===== config.mk =====
export PLATFORM = sky130hd
export DESIGN_NAME = uart_tx_scheduler
export DESIGN_NICKNAME = d
export VERILOG_FILES = /design/src/rtl/uart_tx_scheduler.sv
export SDC_FILE = /design/constraint.sdc
export NUM_CORES = 1
export LEC_CHECK = 0
export CORE_MARGIN = 2
export CORE_UTILIZATION = 23
export CTS_BUF_LIST = sky130_fd_sc_hd__clkbuf_8
export CTS_CLUSTER_DIAMETER = 40
export CTS_CLUSTER_SIZE = 30
export DETAILED_ROUTE_END_ITERATION = 8
export HOLD_SLACK_MARGIN = 0.1
export PLACE_DENSITY = 0.47
export RECOVER_POWER = 25
export REMOVE_ABC_BUFFERS = 1
export SYNTH_ARGS = -nofsm -noshare
export SYNTH_HDL_FRONTEND = slang
export SYNTH_SLANG_ARGS = --single-unit

===== constraint.sdc =====
create_clock -name clk -period 3.1 [get_ports clk]
set_clock_uncertainty 0.15 [all_clocks]
set_input_delay 0.93 -clock clk [delete_from_list [all_inputs] [get_ports clk]]
set_output_delay 0.93 -clock clk [all_outputs]
set_load 0.03 [all_outputs]

===== src/rtl/uart_tx_scheduler.sv =====
// uart_tx_scheduler: round-robin arbiter that sends whole frames from several requesters through one uart_tx
module uart_tx_scheduler #(
  parameter int _NUM_REQ      = 4,
  parameter int _MAX_BYTES    = 8,
  parameter int _GAP_CYCLES   = 16,
  parameter int _BUSY_TIMEOUT = 64
) (
  input  logic                                clk,
  input  logic                                rst,
  input  logic [_NUM_REQ-1:0]                 req,
  input  logic [_NUM_REQ*4-1:0]               req_len,
  input  logic [_NUM_REQ*_MAX_BYTES*8-1:0]    req_data,
  output logic [_NUM_REQ-1:0]                 req_done,
  output logic                                tx_en,
  output logic [7:0]                          tx_data,
  input  logic                                tx_busy,
  output logic                                busy,
  output logic [$clog2(_NUM_REQ)-1:0]         owner,
  output logic                                timeout_err
);
  localparam int OW = $clog2(_NUM_REQ);
  localparam int GW = $clog2(_GAP_CYCLES) + 1;
  localparam int TW = $clog2(_BUSY_TIMEOUT) + 1;
  localparam int DW = _MAX_BYTES * 8;
  typedef enum logic [2:0] {IDLE, SEND, WAIT_HI, WAIT_LO, GAP, DONE} state_t;
  state_t state_q, state_d, exit_state;
  logic [OW-1:0] ptr_q, ptr_d, owner_q, owner_d, gnt;
  logic [3:0] idx_q, idx_d, len_q, len_d, exit_idx, rlen;
  logic [DW-1:0] data_q, data_d, rdata;
  logic [GW-1:0] gap_q, gap_d;
  logic [TW-1:0] to_q, to_d;
  logic busy_q, busy_d, tx_en_q, tx_en_d, terr_q, terr_d, found, last;
  logic [7:0] tx_data_q, tx_data_d, cur;
  logic [_NUM_REQ-1:0] done_q, done_d;
  logic [2*_NUM_REQ-1:0] rr;
  // rotate so bit 0 is the requester at the pointer; first set bit wins
  assign rr = {req, req} >> ptr_q;
  always_comb begin
    found = 1'b0;
    gnt = '0;
    for (int i = 0; i < _NUM_REQ; i++) begin
      if (!found && rr[i]) begin
        found = 1'b1;
        gnt = OW'((int'(ptr_q) + i) % _NUM_REQ);
      end
    end
  end
  always_comb begin
    rlen = '0;
    rdata = '0;
    for (int k = 0; k < _NUM_REQ; k++) begin
      if (gnt == OW'(k)) begin
        rlen = req_len[k*4 +: 4];
        rdata = req_data[k*DW +: DW];
      end
    end
  end
  always_comb begin
    cur = '0;
    for (int k = 0; k < _MAX_BYTES; k++) cur = (idx_q == 4'(k)) ? data_q[k*8 +: 8] : cur;
  end
  assign last = idx_q == len_q - 4'd1;
  assign exit_state = last ? DONE : (_GAP_CYCLES == 0 ? SEND : GAP);
  assign exit_idx = last ? idx_q : idx_q + 4'd1;
  always_comb begin
    state_d = state_q;
    ptr_d = ptr_q;
    owner_d = owner_q;
    idx_d = idx_q;
    len_d = len_q;
    data_d = data_q;
    gap_d = gap_q;
    to_d = to_q;
    busy_d = busy_q;
    tx_en_d = 1'b0;
    tx_data_d = tx_data_q;
    terr_d = terr_q;
    done_d = '0;
    case (state_q)
      IDLE: if (found) begin
        owner_d = gnt;
        busy_d = 1'b1;
        data_d = rdata;
        len_d = rlen > 4'(_MAX_BYTES) ? 4'(_MAX_BYTES) : rlen;
        idx_d = '0;
        state_d = rlen == 4'd0 ? DONE : SEND;
      end
      SEND: if (!tx_busy) begin
        tx_en_d = 1'b1;
        tx_data_d = cur;
        to_d = '0;
        state_d = WAIT_HI;
      end
      WAIT_HI: if (tx_busy) state_d = WAIT_LO;
      else if (to_q == TW'(_BUSY_TIMEOUT - 1)) begin
        terr_d = 1'b1;
        gap_d = '0;
        idx_d = exit_idx;
        state_d = exit_state;
      end else to_d = to_q + 1'b1;
      WAIT_LO: if (!tx_busy) begin
        gap_d = '0;
        idx_d = exit_idx;
        state_d = exit_state;
      end
      GAP: if (gap_q == GW'(_GAP_CYCLES - 1)) state_d = SEND;
      else gap_d = gap_q + 1'b1;
      DONE: begin
        done_d[owner_q] = 1'b1;
        busy_d = 1'b0;
        ptr_d = owner_q == OW'(_NUM_REQ - 1) ? '0 : owner_q + 1'b1;
        state_d = IDLE;
      end
      default: state_d = IDLE;
    endcase
  end
  always_ff @(posedge clk) begin
    if (rst) begin
      state_q <= IDLE;
      ptr_q <= '0;
      owner_q <= '0;
      idx_q <= '0;
      len_q <= '0;
      data_q <= '0;
      gap_q <= '0;
      to_q <= '0;
      busy_q <= 1'b0;
      tx_en_q <= 1'b0;
      tx_data_q <= '0;
      terr_q <= 1'b0;
      done_q <= '0;
    end else begin
      state_q <= state_d;
      ptr_q <= ptr_d;
      owner_q <= owner_d;
      idx_q <= idx_d;
      len_q <= len_d;
      data_q <= data_d;
      gap_q <= gap_d;
      to_q <= to_d;
      busy_q <= busy_d;
      tx_en_q <= tx_en_d;
      tx_data_q <= tx_data_d;
      terr_q <= terr_d;
      done_q <= done_d;
    end
  end
  assign req_done = done_q;
  assign tx_en = tx_en_q;
  assign tx_data = tx_data_q;
  assign busy = busy_q;
  assign owner = owner_q;
  assign timeout_err = terr_q;
endmodule

==> flow_summary.toml, run 1 <==
[timing]
setup_violations = 0
worst_pin_slew_ps = 987
fin_ws_ps = 332
min_period_over_period_pct = 89.3
rsz0062_at_grt = "no"
fmaxAchievable_mhz = 361
layout_min_cycle_time_ps = 2770
hold_viol_final = 0
drv_slew = 0
slew_headroom_pct = 34.2
hold_slack_ps = 310
finalSetupTns_ps = 0

[floorplanning]
die-width_um = 175
core-area_um2 = 28800
initial_core_util_pct = 23.4
die-area_um2 = 30700
top_level_ports = 296
fp.dieH_um = 175
rows = 62

[critical_path]
cp_slowest_stage_delay_ps = 670
regToRegSetupSlack_ps = 730
cp-start-kind = "input pin"
crit_path_max_fanout = 36
cp_top_family = "simple AND/OR/NAND/NOR gates"
critPathKind = "input pin to flip-flop"
critPathCaptureType = "flip-flop"
cpMaxStageDelayCell = "or4_1"
path_buf_inv = 2
cp.required_ps = 3180
arrival_ps = 2850
path_cells = "clkdlybuf4s50_1 > or4_1 > nand2_1 > nor2_4 > buf_12 > nand3_1 > a21oi_1"

[grt]
first_global_vias = 7955
antenna_found_initial = 0
grt_pass1_wl_mm = 41.5
grt_max_degree = 74
globalRoute.totalOverflow = 0
track_usage_pct = 16.8

[power]
power_density_nw_per_um2 = 367
vdd_drop_max_mv = 0.177
p_leak_uw = 0.00410
p_total_uw = 3880

[detailed_routing]
drtPass1Iterations = 4
drt-total-wl_mm = 26.1
wl_per_cell_um = 15.3
viasPerCell = 4.63
drcViolationCount = 0
ant_nets = 0
vias = 7911
drtIter0Drc = 372

[clock_tree]
clockBufferDepth = 2
ctsHtreeMaxLevel = 3
insertion_delay_ps = 380
postCtsHoldBufs = 0
cts_buffers = 9
cts_tree = "built"
post_cts_buffers = 0
cts.repair.resized = 0
clkTransAtPathRegs_ps = 100
clockRootBuffer = "clkbuf_8"
cts_sinks = 106

[yosys]
synth-seq-cells = 106
yosys_warnings = 0
synth_edf_count = 0
synthDistinctLibCells = 49
postSynthCellCount = 1051
synth_flop_cell = "dfxtp_1"
syn_area_per_cell_um2 = 6.42
syn_area_um2 = 6740
ys_seq_area_share_pct = 31.5
async_flop_share_pct = 0

[placed_design]
place_congestion = 0.783
hpwl_mm = 19.6
dp_slack_ps = -67.1
postPlaceCellArea_um2 = 10400
numPortBuffers = 295

[finish]
layout_common_cells = "nand2_1 (360), clkdlybuf4s50_1 (288), nand3_1 (199)"
drive_above_1_share_pct = 5.35
antenna_cells = 0
final_common_cell = "nand2_1"
multi_input_area_um2 = 4260
area_growth_pct = 56.8
register_area_um2 = 2120
fin_area_um2 = 10600
nets = 1612
nFillCells = 3108

[hold_path]
hold_path.class = "flip-flop to flip-flop"

[flow_run]
maxCapViolCount = 0

[outcome]
outcome = "complete, no violations"
[synth_stat cells, types with 12 or more instances]
cell / instances / area, um2
a21oi_1: 99 / 495
nand3b_1: 13 / 97.6
o21ai_0: 19 / 95.1
ha_1: 12 / 150
buf_2: 29 / 145
nand2_1: 361 / 1360
nor2_1: 30 / 113
mux2i_1: 14 / 140
inv_1: 13 / 48.8
dfxtp_1: 106 / 2120
clkbuf_1: 40 / 150
nand3_1: 199 / 996
a22oi_1: 19 / 143
[power breakdown]
group	switching (uW)	internal (uW)
clock network	512	317
logic	721	727
registers	94.1	1500
total	1330	2550
[cells by family (layout without fill, tap and decap cells)]
family | count (synthesis) | in the layout | share of synthesized area, %
AO/OA/AOI/OAI | 167 | 167 | 14.7
XOR/XNOR | 13 | 13 | 1.69
multiplexers | 15 | 15 | 2.24
AND/OR/NAND/NOR | 643 | 643 | 41.7
adder cells (fa/ha/maj) | 12 | 12 | 2.23
flip-flops | 106 | 106 | 31.5
buffers and inverters | 95 | 370 | 6.05
[cell type report]
cell class	count	area share [%]
clock inverter	6	0.390
inverter	14	0.497
tap	384	4.54
timing repair buffer	340	32.9
multi-input combinational	850	40.3
sequential	106	20.1
clock buffer	10	1.30
[layer usage]
layer | up-vias | part of all wire (%) | GRT usage (%)
li1 | 4101 | - | -
met1 | 3582 | 45 | 21.3
met2 | 212 | 48 | 29.2
met3 | 16 | 5.6 | 3.81
met4 | 0 | 1.3 | 3.47
met5 | - | 0 | 0
[metrics by stage]
| step | std cells | utilization [%] |
|---|---|---|
| global route | 1710 | 36.7 |
| finish | 1710 | 36.7 |
| detailed placement | 1694 | 36.2 |
| floorplan | 970 | - |
| CTS | 1710 | 36.8 |
| global placement | 1694 | 36.2 |
[worst min-delay path, stage by stage (launching register included)]
cell and delay [ps]:
dfxtp_1 320, nand2_1 50, a21oi_1 50
[worst paths after layout]
kind / from / endpoint / cells after the start
max: req[3] / data_q[51] / 7
min: data_q[20] / data_q[20] / 2
min reg2reg: data_q[20] / data_q[20] / 2
max reg2reg: idx_q[0] / tx_data[4] / 7
[sequential cells by signal, summed over array words and instances (netlist names)]
register / cells
tx_en: 1
owner: 2
tx_data: 8
ptr_q: 2
len_q: 4
req_done: 4
to_q: 7
state_q: 3
data_q: 64
gap_q: 5
idx_q: 4
busy: 1
timeout_err: 1
No activity file was read; power rests on OpenSTA's default activity.
==> run 2: changes to the inputs <==
--- a/config.mk
+++ b/config.mk
@@ -9,7 +9,6 @@
 export CORE_UTILIZATION = 23
 export CTS_BUF_LIST = sky130_fd_sc_hd__clkbuf_8
 export CTS_CLUSTER_DIAMETER = 40
-export CTS_CLUSTER_SIZE = 30
 export DETAILED_ROUTE_END_ITERATION = 8
 export HOLD_SLACK_MARGIN = 0.1
 export PLACE_DENSITY = 0.47
==> results of run 2 <==
The final DEF is identical to that of run 1; final timing and power are the same.
